[src/rtl/axi_uartlite_tx_sequencer.sv]
// Byte-stream to AXI UART Lite driver: polls the status register until the TX
// FIFO has room, writes one byte to the TX FIFO, then waits for the response.
module axi_uartlite_tx_sequencer #(
  parameter logic [31:0] BASE_ADDR  = 32'h0000_0000,
  parameter int unsigned POLL_LIMIT = 1024,
  parameter int unsigned FULL_BIT   = 3
) (
  input  logic        aclk,
  input  logic        areset,
  input  logic [7:0]  s_tx_data,
  input  logic        s_tx_valid,
  output logic        s_tx_ready,
  output logic        busy,
  output logic        err_timeout,
  output logic        err_resp,
  output logic [31:0] m_axi_awaddr,
  output logic [7:0]  m_axi_awlen,
  output logic [2:0]  m_axi_awsize,
  output logic [1:0]  m_axi_awburst,
  output logic        m_axi_awlock,
  output logic [3:0]  m_axi_awcache,
  output logic [2:0]  m_axi_awprot,
  output logic [3:0]  m_axi_awregion,
  output logic [3:0]  m_axi_awqos,
  output logic        m_axi_awvalid,
  input  logic        m_axi_awready,
  output logic [31:0] m_axi_wdata,
  output logic [3:0]  m_axi_wstrb,
  output logic        m_axi_wlast,
  output logic        m_axi_wvalid,
  input  logic        m_axi_wready,
  input  logic [1:0]  m_axi_bresp,
  input  logic        m_axi_bvalid,
  output logic        m_axi_bready,
  output logic [31:0] m_axi_araddr,
  output logic [7:0]  m_axi_arlen,
  output logic [2:0]  m_axi_arsize,
  output logic [1:0]  m_axi_arburst,
  output logic        m_axi_arlock,
  output logic [3:0]  m_axi_arcache,
  output logic [2:0]  m_axi_arprot,
  output logic [3:0]  m_axi_arregion,
  output logic [3:0]  m_axi_arqos,
  output logic        m_axi_arvalid,
  input  logic        m_axi_arready,
  input  logic [31:0] m_axi_rdata,
  input  logic [1:0]  m_axi_rresp,
  input  logic        m_axi_rlast,
  input  logic        m_axi_rvalid,
  output logic        m_axi_rready
);

  typedef enum logic [2:0] {
    S_IDLE,
    S_RD_ADDR,
    S_RD_DATA,
    S_WR,
    S_WR_RESP
  } state_t;

  localparam logic [15:0] POLL_LIMIT_W = 16'(POLL_LIMIT);

  state_t      state_q, state_d;
  logic [7:0]  byte_q, byte_d;
  logic [15:0] poll_cnt_q, poll_cnt_d;
  logic [15:0] poll_inc;
  logic        tx_ready_q, tx_ready_d;
  logic        busy_q, busy_d;
  logic        err_to_q, err_to_d;
  logic        err_resp_q, err_resp_d;
  logic        arvalid_q, arvalid_d;
  logic        rready_q, rready_d;
  logic        awvalid_q, awvalid_d;
  logic        wvalid_q, wvalid_d;
  logic        bready_q, bready_d;
  logic        aw_done, w_done;

  // rlast is meaningless for single-beat reads; only one status bit matters.
  logic unused_inputs;
  assign unused_inputs = ^{m_axi_rlast, m_axi_rdata};

  assign m_axi_awlen    = 8'd0;
  assign m_axi_awsize   = 3'b010;
  assign m_axi_awburst  = 2'b01;
  assign m_axi_awlock   = 1'b0;
  assign m_axi_awcache  = 4'b0011;
  assign m_axi_awprot   = 3'b000;
  assign m_axi_awregion = 4'd0;
  assign m_axi_awqos    = 4'd0;
  assign m_axi_arlen    = 8'd0;
  assign m_axi_arsize   = 3'b010;
  assign m_axi_arburst  = 2'b01;
  assign m_axi_arlock   = 1'b0;
  assign m_axi_arcache  = 4'b0011;
  assign m_axi_arprot   = 3'b000;
  assign m_axi_arregion = 4'd0;
  assign m_axi_arqos    = 4'd0;

  assign m_axi_araddr  = BASE_ADDR + 32'd8;
  assign m_axi_awaddr  = BASE_ADDR + 32'd4;
  assign m_axi_wdata   = {24'h0, byte_q};
  assign m_axi_wstrb   = 4'b0001;
  assign m_axi_wlast   = 1'b1;

  assign s_tx_ready    = tx_ready_q;
  assign busy          = busy_q;
  assign err_timeout   = err_to_q;
  assign err_resp      = err_resp_q;
  assign m_axi_arvalid = arvalid_q;
  assign m_axi_rready  = rready_q;
  assign m_axi_awvalid = awvalid_q;
  assign m_axi_wvalid  = wvalid_q;
  assign m_axi_bready  = bready_q;

  // Saturating so a huge POLL_LIMIT can never alias through a wrap.
  assign poll_inc = (poll_cnt_q == 16'hFFFF) ? poll_cnt_q : poll_cnt_q + 16'd1;
  assign aw_done  = !awvalid_q || m_axi_awready;
  assign w_done   = !wvalid_q || m_axi_wready;

  always_comb begin
    state_d    = state_q;
    byte_d     = byte_q;
    poll_cnt_d = poll_cnt_q;
    err_to_d   = err_to_q;
    err_resp_d = err_resp_q;
    case (state_q)
      S_IDLE: begin
        if (s_tx_valid && tx_ready_q) begin
          byte_d     = s_tx_data;
          poll_cnt_d = 16'd0;
          state_d    = S_RD_ADDR;
        end
      end
      S_RD_ADDR: begin
        if (arvalid_q && m_axi_arready) state_d = S_RD_DATA;
      end
      S_RD_DATA: begin
        if (rready_q && m_axi_rvalid) begin
          if (m_axi_rresp != 2'b00) begin
            err_resp_d = 1'b1;
            state_d    = S_IDLE;
          end else if (m_axi_rdata[FULL_BIT]) begin
            poll_cnt_d = poll_inc;
            if (poll_inc == POLL_LIMIT_W) begin
              err_to_d = 1'b1;
              state_d  = S_IDLE;
            end else begin
              state_d = S_RD_ADDR;
            end
          end else begin
            state_d = S_WR;
          end
        end
      end
      S_WR: begin
        if (aw_done && w_done) state_d = S_WR_RESP;
      end
      S_WR_RESP: begin
        if (bready_q && m_axi_bvalid) begin
          if (m_axi_bresp != 2'b00) err_resp_d = 1'b1;
          state_d = S_IDLE;
        end
      end
      default: state_d = S_IDLE;
    endcase

    // Every control output is the registered image of the state being entered.
    tx_ready_d = (state_d == S_IDLE);
    busy_d     = (state_d != S_IDLE);
    arvalid_d  = (state_d == S_RD_ADDR);
    rready_d   = (state_d == S_RD_DATA);
    bready_d   = (state_d == S_WR_RESP);
    awvalid_d  = (state_d == S_WR) && ((state_q != S_WR) || (awvalid_q && !m_axi_awready));
    wvalid_d   = (state_d == S_WR) && ((state_q != S_WR) || (wvalid_q && !m_axi_wready));
  end

  always_ff @(posedge aclk) begin
    if (areset) begin
      state_q    <= S_IDLE;
      byte_q     <= 8'd0;
      poll_cnt_q <= 16'd0;
      tx_ready_q <= 1'b0;
      busy_q     <= 1'b0;
      err_to_q   <= 1'b0;
      err_resp_q <= 1'b0;
      arvalid_q  <= 1'b0;
      rready_q   <= 1'b0;
      awvalid_q  <= 1'b0;
      wvalid_q   <= 1'b0;
      bready_q   <= 1'b0;
    end else begin
      state_q    <= state_d;
      byte_q     <= byte_d;
      poll_cnt_q <= poll_cnt_d;
      tx_ready_q <= tx_ready_d;
      busy_q     <= busy_d;
      err_to_q   <= err_to_d;
      err_resp_q <= err_resp_d;
      arvalid_q  <= arvalid_d;
      rready_q   <= rready_d;
      awvalid_q  <= awvalid_d;
      wvalid_q   <= wvalid_d;
      bready_q   <= bready_d;
    end
  end

endmodule

[config.mk]
export PLATFORM = sky130hd
export DESIGN_NAME = axi_uartlite_tx_sequencer
export DESIGN_NICKNAME = d
export VERILOG_FILES = /design/src/rtl/axi_uartlite_tx_sequencer.sv
export SDC_FILE = /design/constraint.sdc
export NUM_CORES = 1
export LEC_CHECK = 0
export CELL_PAD_IN_SITES_DETAIL_PLACEMENT = 1
export CELL_PAD_IN_SITES_GLOBAL_PLACEMENT = 1
export CORE_ASPECT_RATIO = 2
export CORE_MARGIN = 2
export CORE_UTILIZATION = 23
export DETAILED_ROUTE_END_ITERATION = 16
export GPL_TIMING_DRIVEN = 1
export PLACE_DENSITY_LB_ADDON = 0.1
export SLEW_MARGIN = 10
export SYNTH_ARGS = -nofsm -noshare
export SYNTH_HDL_FRONTEND = slang
export SYNTH_SLANG_ARGS = --single-unit
[constraint.sdc]
create_clock -name aclk -period 2.8 [get_ports aclk]
set_input_delay 0.56 -clock aclk [delete_from_list [all_inputs] [get_ports aclk]]
set_output_delay 0.56 -clock aclk [all_outputs]
set_load 0.03 [all_outputs]
Word level (Yosys, flattened, before mapping):

Index checks and enable logic that the tools add are counted.
Widths: inputs -> output; s select.

* reduce and logical (&&, ||, !) cells: 28
* $add $sub $neg: 1
* bitwise gates (word level): 1
* mux-type cells: 20
* eq/ne operators: 18

Operator list (number)
* $mux 16: 5
* $pmux 16 s2: 1
* $mux 3: 7
* $add 16x1->16 const B: 1
* $eq 16x11->1 const B: 1
* $eq 16x16->1 const B: 1
* $pmux 3 s5: 1
* $reduce_and 5->1: 3
* $ne 2x2->1 const B: 7
* $eq 3x2->1 const B: 4
* $logic_and 1x1->1: 9
* $reduce_bool 2->1: 4
* $eq 3x1->1 const B: 2
* $eq 3x3->1 const B: 2
* $logic_not 3->1: 2
* $mux 1: 5
* $logic_not 1->1: 4
* $logic_or 1x1->1: 4
* $ne 3x2->1 const B: 1
* $reduce_bool 3->1: 1
* $pmux 1 s2: 1
* $reduce_and 2->1: 1
* $not 1->1: 1

* output and inout bits: 168
* word-level logic and storage cells: 80
* input bits: 53
* register bits: 36

Depth between registers and ports, before layout:

* depth in word-level cells: 10
* depth in mapped cells: 9
* mapped depth without buffers: 8

Worst setup path before layout:

OpenSTA, ideal clock, no wires.

* kind: reg2reg
* from: reg poll_cnt_q[0]
* to: reg tx_ready_q, in the netlist s_tx_ready
* data required time: 2727 ps
* arrival: 2278 ps
* cell stages (with the launch flop): 9
* setup time: 73 ps
* path buffers: 0
* setup slack: 449 ps
* period minus slack after synthesis: 2351 ps
* path through: dfxtp_1 ha_1 nand3_1 nor4_1 mux2_2 nor4_2 nand4b_1 a21oi_2 nor3b_2

* cells in the longest elaborated chain, start to end: 9
* elaborated cells on any way between the ends: 10
* classes of those cells: add/sub (1); eq/ne (2); mux (6); reduce/logical (1)

RTL lines
* from (decl): line 65 `logic [15:0] poll_cnt_q, poll_cnt_d;`
* from (signal assigned): line 194 `poll_cnt_q <= poll_cnt_d;`
* $add 16x1->16 / $eq 16x16->1 (equally long branches): line 116 `assign poll_inc = (poll_cnt_q == 16'hFFFF) ? poll_cnt_q : poll_cnt_q + 16'd1;`
* $mux 16 (*): line 116
* $eq 16x11->1 (*): line 144 `if (poll_inc == POLL_LIMIT_W) begin`
* $mux 1 (*): line 144
* $mux 3 (*): line 142 `end else if (m_axi_rdata[FULL_BIT]) begin`
* $mux 3 (*): line 139 `if (m_axi_rresp != 2'b00) begin`
* $mux 3 (*): line 138 `if (rready_q && m_axi_rvalid) begin`
* $pmux 3 s5 (*): line 126 `case (state_q)`
* $logic_not 3->1 (*): line 168 `tx_ready_d = (state_d == S_IDLE);`
* to (signal assigned): line 195 `tx_ready_q <= tx_ready_d;`
* to (decl): line 67 `logic tx_ready_q, tx_ready_d;`

Mark *: on every way between the ends. The rest lies on a longest branch, timed or not.
A chain may end at the register's enable or synchronous reset.

Worst setup path after layout:

* from: reg poll_cnt_q[1]
* to: reg tx_ready_q, in the netlist s_tx_ready

The elaborated chain is that of the path after synthesis.

==> reports/summary.txt <==
CTS clk-pin slew, worst paths: 0.06 ns
Seq pwr share: 33.4%
# DRC: 0
Routed wire length: 8862 um
Clk pwr share: 34.0%
Post-synthesis sequential area ratio: 23.46%
Cell variety after synth: 44
TritonCTS clock tree: yes
H-tree levels: 2
Num CTS Buffers: 5
Total number of vias: 2471
Worst EP arrival: 2.77 ns
Final nets: 511
Area occupied by registers: 720.7 um^2
Critical path class: flip-flop to flip-flop
Ant diodes: 0
Internal cell power: 1.023 mW
Pwr Density: 517.0 mW/mm^2
Post-synth EDFFs: 0
Minimum clock period: 2.557 ns
IO buf count: 37
Area of the core: 0.01299 mm^2
Simple-gate area share of the yosys netlist: 22.04%
Mux contribution to synthesized area: 1.344%
Most flops, register: poll_cnt_q
Total GRT Usage: 12.15%
Hold Fails Final Rpt: 0
Post-route insts no fill: 610
Setup TNS: 0 ns
CP required: 3.01 ns
Net Switching: 0.6972 mW
R2r endpoint: s_tx_ready
DR pass1 iterations: 4
Period utilization: 91.31%
Layout Skew: 0.006064 ns
Initial antenna violation count: 0
RSZ-0062 raised after global routing: no
Die W: 85.72 um
XOR/XNOR Fraction of Synth Area: 0.8554%
R2r setup slk: 0.24 ns
Count of final max-slew check failures: 0
Placed Instances: 602
CTS sink count: 36
Hpwl dp: 7265 um
Adder-Cell Fraction of Synth Area: 0.4073%
Vias in the first global route: 2436
HP Class: flip-flop to flip-flop
Pleak: 1.444 nW
IO Count: 221
Clock latency on the worst-skew pair: 0.29 ns
Synthesized area: 0.003072 mm^2
Setup crit start: poll_cnt_q[1]
Switching Share: 40.53%
Clk root buf: clkbuf_16
Largest family of logic cells by synthesized area: buffers and inverters
Area of the multi-input gates: 0.001693 mm^2
Hold EP: byte_q[0]
Area grow syn2layout: 8.310%
Via density: 4.051
Max reg flops: 16
Initial Util: 23.64%
Die area: 0.01435 mm^2
# setup viols final: 0
Worst R2R Start: poll_cnt_q[1]
Routed WL per cell: 14.53 um
Status: finished, final reports clean
Deepest clock path buffer count: 2
Flops & latches, synth: 36
GR Overflow Total: 0
Max VDD drop: 0.0002375 V
Post-synthesis compound-gate area fraction: 11.81%
Die Y-Extent: 167.4 um
Logic pwr share: 32.6%
Crit Path Max Fanout: 7
CP Launch Type: flip-flop
Prevailing post-synth register cell: dfxtp_1
Top flop regs: poll_cnt_q x16, byte_q x8, state_q x3
Fillers: 1664
Syn_area_per_cell: 7.622 um^2
HP Start: byte_q[0]
Largest net degree at the start of global routing: 20
Cell count after synthesis: 403
Hold depth: 2
Antenna-violating nets left: 0
Fmax: 391.1 MHz
CP Capture Type: flip-flop
Max-Cap Viols: 0
First-pass GRT wire length: 13400 um
Synth warn: 0
Share of cells above drive strength 1: 9.607%
Worst reg2reg path depth: 8
Postcts setup bufs: 0
Row count: 59
DRT iter0 DRCs: 43
Async set-reset flop share out of synthesis: 0%
Final GP Congestion: 0.7950
## cell type report
type / instances / area share [%]
Clock buffer: 8 / 4.400
Inverter: 3 / 0.3385
Multi-Input combinational cell: 348 / 50.88
Sequential cell: 36 / 21.66
Tap cell: 152 / 5.716
Timing Repair Buffer: 63 / 17.00
## cells in the mapped netlist (7+ instances only)
cell type	instances	share of area, %
a21oi_1	24	3.9
nand4_1	9	1.8
buf_4	153	37
o21ai_0	12	2.0
nor2_1	30	3.7
dfxtp_1	36	23
nand2_1	36	4.4
clkbuf_1	7	0.86
nor3_1	13	2.1
a31oi_1	8	1.6
nand3_1	8	1.3
## cells by family (layout without fill, tap and decap cells)
family	count (synthesis)	in the layout
AO/OA/AOI/OAI	59	59
XOR/XNOR	3	3
adder cells (fa/ha/maj)	1	1
buffers and inverters	168	74
flip-flops	36	36
multiplexers	4	4
other	2	151
AND/OR/NAND/NOR	130	130
## critical path, cell delays in order (launching register included)
cell and delay [ns]:
dfxtp_1 0.34, ha_1 0.23, nand3_1 0.15, nor4_2 0.39, mux2_2 0.40, nor4_2 0.28, nand4b_1 0.17, a21oi_2 0.32
nor3b_2 0.21
## layer usage
metal  wire, um  global-route usage (%)
met5          0                       0
met2       5501                   26.36
met1       2739                   10.22
met3        459                   1.971
met4        161                   4.210
## metrics by stage
| stage | cell area [um^2] | util, % | power [mW] | hold WS (ns) | worst slack [ns] |
|---|---|---|---|---|---|
| floorplan | 3631 | - | 1.167 | 0.4891 | 0.4490 |
| global placement | 3174 | 24.43 | 1.146 | 0.4432 | 0.06777 |
| detailed placement | 3174 | 24.43 | 1.145 | 0.4509 | 0.09225 |
| CTS | 3321 | 25.56 | 1.745 | 0.4596 | 0.07521 |
| global route | 3327 | 25.61 | 1.808 | 0.4755 | 0.02505 |
| finish | 3327 | 25.61 | 1.720 | 0.4543 | 0.2434 |
## what timing repair did
item,CTS,global route
endpoints found under the setup margin,0,2
resized for setup,0,1
hold buffers,0,0
## cell usage in the layout (no fill, tap or decap), drive strengths merged, types with 2 or more instances in the layout
cell	synthesis	routed
and4	5	5
mux2i	3	3
and3	4	4
a211oi	2	2
a31oi	8	8
nor4	5	5
o21ai	12	12
a22oi	2	2
dfxtp	36	36
nand2b	3	3
nor2	30	30
nand4	9	9
nor2b	2	2
buf	158	26
nand2	37	37
a21oi	25	25
conb	2	151
and2	3	3
nand3b	2	2
or3	2	2
clkdlybuf4s50	0	37
inv	3	3
nand4b	2	2
nor3	13	13
a311oi	4	4
nand3	9	9
o211ai	3	3
xnor2	3	3
or2	2	2
clkbuf	7	8
## power by group through the flow
| stage | logic, mW | clock network, mW | registers [mW] |
|---|---|---|---|
| 3_3_place_gp | 0.561 | 0 | 0.585 |
| 5_1_grt | 0.601 | 0.628 | 0.579 |
| 6_report | 0.560 | 0.586 | 0.574 |
| 2_1_floorplan | 0.527 | 0 | 0.639 |
| 4_1_cts | 0.561 | 0.609 | 0.575 |
| 3_5_place_dp | 0.559 | 0 | 0.586 |
## worst max path at each step
stage | to | cells after the start
2_1_floorplan | s_tx_ready | 8
3_3_place_gp | s_tx_ready | 8
3_5_place_dp | s_tx_ready | 8
4_1_cts | s_tx_ready | 8
5_1_grt | busy | 8
6_report | s_tx_ready | 8
Note: power is estimated with default switching activity, not from simulation.
